--- config.mk ---
export PLATFORM = sky130hd
export DESIGN_NAME = pipe_stage_skid
export DESIGN_NICKNAME = d
export VERILOG_FILES = /design/src/rtl/pipe_stage_skid.sv
export SDC_FILE = /design/constraint.sdc
export NUM_CORES = 1
export LEC_CHECK = 0
export CORE_MARGIN = 2
export CORE_UTILIZATION = 45
export CTS_BUF_LIST = sky130_fd_sc_hd__clkbuf_16
export DETAILED_ROUTE_END_ITERATION = 8
export GPL_ROUTABILITY_DRIVEN = 0
export GPL_TIMING_DRIVEN = 0
export PLACE_DENSITY = 0.74
export SETUP_SLACK_MARGIN = 0.3
export SLEW_MARGIN = 10
export SYNTH_ARGS = -nofsm -noshare
export SYNTH_HDL_FRONTEND = slang
export SYNTH_SLANG_ARGS = --single-unit
--- constraint.sdc ---
create_clock -name clk -period 3.43 [get_ports clk]
set_clock_uncertainty 0.15 [all_clocks]
set_input_delay 0.686 -clock clk [delete_from_list [all_inputs] [get_ports clk]]
set_output_delay 0.686 -clock clk [all_outputs]
set_load 0.1 [all_outputs]
--- src/rtl/pipe_stage_skid.sv ---
// Two-entry skid pipeline register with flush, occupancy and stall counter.
// Ports: clk, rst (sync, active-low), flush, in_valid/in_ready/in_data,
//   out_valid/out_ready/out_data, occupancy, stall_cnt, cnt_clr.
module pipe_stage_skid #(
  parameter int DATA_W        = 160,
  parameter int STALL_CNT_W   = 16,
  parameter bit ZERO_ON_EMPTY = 1'b1
) (
  input  logic                   clk,
  input  logic                   rst,
  input  logic                   flush,
  input  logic                   in_valid,
  output logic                   in_ready,
  input  logic [DATA_W-1:0]      in_data,
  output logic                   out_valid,
  input  logic                   out_ready,
  output logic [DATA_W-1:0]      out_data,
  output logic [1:0]             occupancy,
  output logic [STALL_CNT_W-1:0] stall_cnt,
  input  logic                   cnt_clr
);

  localparam logic [STALL_CNT_W-1:0] CNT_MAX = '1;

  logic                   r_m_v;
  logic                   r_s_v;
  logic [DATA_W-1:0]      r_m_d;
  logic [DATA_W-1:0]      r_s_d;
  logic [STALL_CNT_W-1:0] r_cnt;

  logic                   w_push;
  logic                   w_pop;
  logic                   w_m_v;
  logic                   w_s_v;
  logic [DATA_W-1:0]      w_m_d;
  logic [DATA_W-1:0]      w_s_d;
  logic [STALL_CNT_W-1:0] w_cnt;

  // in_ready is a pure function of the skid flag
  assign in_ready  = ~r_s_v;
  assign out_valid = r_m_v;
  assign out_data  = r_m_d;
  assign occupancy = {1'b0, r_m_v} + {1'b0, r_s_v};

  assign stall_cnt = r_cnt;

  assign w_push = in_valid & ~r_s_v;
  assign w_pop  = r_m_v & out_ready;

  always_comb begin
    w_m_v = r_m_v;
    w_s_v = r_s_v;
    w_m_d = r_m_d;
    w_s_d = r_s_d;
    if (flush) begin
      w_m_v = 1'b0;
      w_s_v = 1'b0;
      w_m_d = '0;
      w_s_d = '0;
    end else if (!r_m_v) begin
      if (w_push) begin
        w_m_v = 1'b1;
        w_m_d = in_data;
      end else if (ZERO_ON_EMPTY) begin
        w_m_d = '0;
      end
    end else if (w_pop) begin
      if (r_s_v) begin
        w_m_d = r_s_d;
        w_s_v = 1'b0;
        if (ZERO_ON_EMPTY) w_s_d = '0;
      end else if (w_push) begin
        w_m_d = in_data;
      end else begin
        w_m_v = 1'b0;
        if (ZERO_ON_EMPTY) w_m_d = '0;
      end
    end else if (!r_s_v && w_push) begin
      w_s_v = 1'b1;
      w_s_d = in_data;
    end
  end

  always_comb begin
    w_cnt = r_cnt;
    if (cnt_clr) begin
      w_cnt = '0;
    end else if (r_m_v && !out_ready && r_cnt != CNT_MAX) begin
      w_cnt = r_cnt + 1'b1;
    end
  end

  always_ff @(posedge clk) begin
    if (!rst) begin
      r_m_v <= 1'b0;
      r_s_v <= 1'b0;
      r_m_d <= '0;
      r_s_d <= '0;
      r_cnt <= '0;
    end else begin
      r_m_v <= w_m_v;
      r_s_v <= w_s_v;
      r_m_d <= w_m_d;
      r_s_d <= w_s_d;
      r_cnt <= w_cnt;
    end
  end

endmodule

==> results.md <==
* Setup TNS at 0 ns
* Placed Area at 0.0167 mm2
* Cell Area, Synth at 0.0128 mm2
* First-pass GRT wire length at between 60 and 70 mm
* Sequential area share after synthesis at 0.528
* Worst path max stage delay at 0.87 ns
* Critical path arrival at 2.22 ns
* Max Slew Vio Count at 0
* WL/cell at about 18 um
* Max frequency at 0.328 GHz
* HP Start: r_s_d[115]$_SDFFE_PP0P_
* Psw at 2.49 mW
* Post-synth EDFFs at 0
* CTS tree: done
* Antenna Nets Post-Route at 0
* Synth top area share at 0.528
* #FFs+latches synth at 338
* Min Tclk post-route at 3.05 ns
* H-tree Lvls at 2
* Worst R2R Setup Slack at 0.68 ns
* Vias at 13.1k
* Kind of critical path: reg2out
* Leak at 6.54 nW
* Area Overhead vs Synth at 39.2%
* Drt pass-1 iters at 7
* Setup repair bufs after CTS at 0
* Routing usage on met1 at 0.338
* CTS buffer count at 37
* Grt ovf at 0
* Slew @ Worst Pin at 1.11 ns
* Crit start category: flip-flop
* Cell variety after synth at 38
* GRT Overall Usage at 0.268
* Worst-path fanout max at 9
* Mean Syn Cell Area at a little over 8 um2
* GR peak layer: met2
* Die W at 173 um
* DRC at 0
* Status: completed
* Final setup violation count at 0
* Relative slew slack at 0.260
* Layout cells sized above 1 at 0.0462
* Tcrit/Tclk final at 0.890
* Layout Nets at 2093
* Total power at between 8 and 9 mW
* Most frequent cells in the layout: clkdlybuf4s50_1, dfxtp_1, nor2_1
* Clk Latency, worst-skew pair at 0.52 ns
* Internal Power at 6.51 mW
* I/O pin total at 346
* Syn Inst Count at 1541
* Warnings from Yosys at 0
* Buffers on Ports at 345
* Post-synthesis async set-or-reset flop share at 0
* Switching portion of total power at 0.277
* Die Area at 0.0298 mm2
* Final Instance Area at 0.0178 mm2
* Placed Cells incl. Taps at 2264
* Flop pwr share at 0.453
* Initial Util at 0.458
* Critical path launch point: out_valid$_SDFF_PP0_
* CTS Buffer Depth at 3
* Slowest cell on the critical path: dlygate4sd2_1
* Initial DRC Count at 1160
* Fin. Hold Viols at 0
* Core area at 0.0279 mm2
* Part of the power in combinational logic at 0.151
* CTS clock-pin slew for the worst setup and hold paths at 0.06 ns
* Initial antenna violation count at 5
* TritonCTS Sinks at 338
* R2r startpoint: out_valid$_SDFF_PP0_
* Met3 Use GR at 0.0629
* Top_reg_cell synth: dfxtp_1
* Pwr Density at roughly 500 mW/mm2
* Number of global-route vias before repair at roughly 12k
* CP Capture Type: output port
* Crit-path cells: ha_1, dlygate4sd2_1
* Data required time of the worst path at about 2.6 ns
* WHS Path Cells at 2
* Clk network pwr share at 0.397
* GRT met2 Usage at 0.439
* Hold Path Class: reg2reg
* Root Driver: clkbuf_16
* VDD IR-drop max at 0.300 mV
* Non-Filler Instances at 2329
* R2R cell count at 6
* Largest net degree at the start of global routing at 14
* Vias per cell at 5.61
* RSZ-0062 raised after global routing: false
* Most common cell after layout, fill and taps aside: clkdlybuf4s50_1
* Leading area contributor after synthesis: dfxtp_1
* Largest cells by area after synthesis: dfxtp_1, a221oi_1, nor2_1
* Post-DP HPWL at 29.9 mm
* Syn Nets at 1709
* Die height at 173 um
* DRT Wirelength at about 42 mm
* Maxcap violations at 0
* FP Rows at 61
-- layout make-up --
| type | instances | area [um2] |
|---|---|---|
| Inverter | 2 | 7.51 |
| Sequential cell | 338 | 6770 |
| Buffer | 148 | 637 |
| Fill cell | 2440 | 10100 |
| Tap cell | 378 | 473 |
| Clock inverter | 21 | 91.3 |
| Clock buffer | 39 | 976 |
| Multi-Input combinational cell | 1053 | 5410 |
| Antenna cell | 5 | 12.5 |
| Timing Repair Buffer | 345 | 3450 |
-- sequential cells by signal, indices dropped and copies added (netlist names) --
name       cells
r_s_v          1
stall_cnt     16
out_data     160
out_valid      1
r_s_d        160
-- metal layers --
metal  vias up  wire (um)
met3       113       3420
met1      6155      17100
li1       6219          -
met4         2       1840
met2       582      19600
met5         -         13
-- Yosys cell counts (2+ instances only) --
cell	n
a21oi_1	171
a221oi_1	160
a31oi_1	2
and4_1	4
buf_1	5
buf_2	31
buf_4	11
clkbuf_1	101
dfxtp_1	338
ha_1	2
inv_1	2
mux2i_1	3
nand2_1	173
nand2b_1	6
nand3_1	2
nand4_1	6
nor2_1	323
nor2b_1	4
nor3_1	166
o21a_1	2
o21ai_0	2
o31ai_1	4
o41ai_1	2
or3_1	3
or4_1	5
-- what timing repair did --
action | in CTS | in global routing
endpoints found under the setup margin | 107 | 36
resized for setup | 3 | 4
hold buffers | 0 | 0
pin swaps | 0 | 0
-- power by group through the flow --
| stage | Clock (mW) | Combinational [mW] | Sequential (mW) |
|---|---|---|---|
| 4_1_cts | 3.62 | 1.35 | 4.07 |
| 3_5_place_dp | 0 | 1.35 | 4.16 |
| 2_1_floorplan | 0 | 0.389 | 4.62 |
| 6_report | 3.57 | 1.36 | 4.07 |
| 5_1_grt | 3.79 | 1.43 | 4.08 |
| 3_3_place_gp | 0 | 1.34 | 4.16 |
-- metrics by stage --
stage               setup WS [ns]   util  hold slack, ns
floorplan                   0.629      -           0.315
global placement           -0.517  0.599           0.323
detailed placement         -0.547  0.599           0.328
CTS                         0.318  0.637           0.338
global route                0.322  0.638           0.357
finish                      0.379  0.638           0.336
-- worst max-delay path, delay by kind of cell (launching register included) --
| family | cells | cell delay [ns] |
|---|---|---|
| flops | 1 | 0.57 |
| buf+inv | 1 | 0.87 |
| fa+ha+maj | 1 | 0.27 |
-- path summary, 6_finish.rpt --
| check | end |
|---|---|
| max | occupancy[1] |
| min | r_s_d[115]$_SDFFE_PP0P_ |
| min reg2reg | r_s_d[115]$_SDFFE_PP0P_ |
| max reg2reg | out_data[52]$_SDFFE_PP0P_ |
-- cell families (layout without fill, tap and decap cells) --
| group | Yosys count | after routing | synth area share |
|---|---|---|---|
| and+or+nand+nor | 699 | 699 | 0.230 |
| adders and majority gates | 2 | 2 | 0.00195 |
| DFF | 338 | 338 | 0.528 |
| other | 0 | 5 | 0 |
| muxes | 3 | 3 | 0.00235 |
| AOI/OAI and AO/OA | 349 | 349 | 0.187 |
| buffers and inverters | 150 | 555 | 0.0502 |
Power figures use the tool's default switching activity.
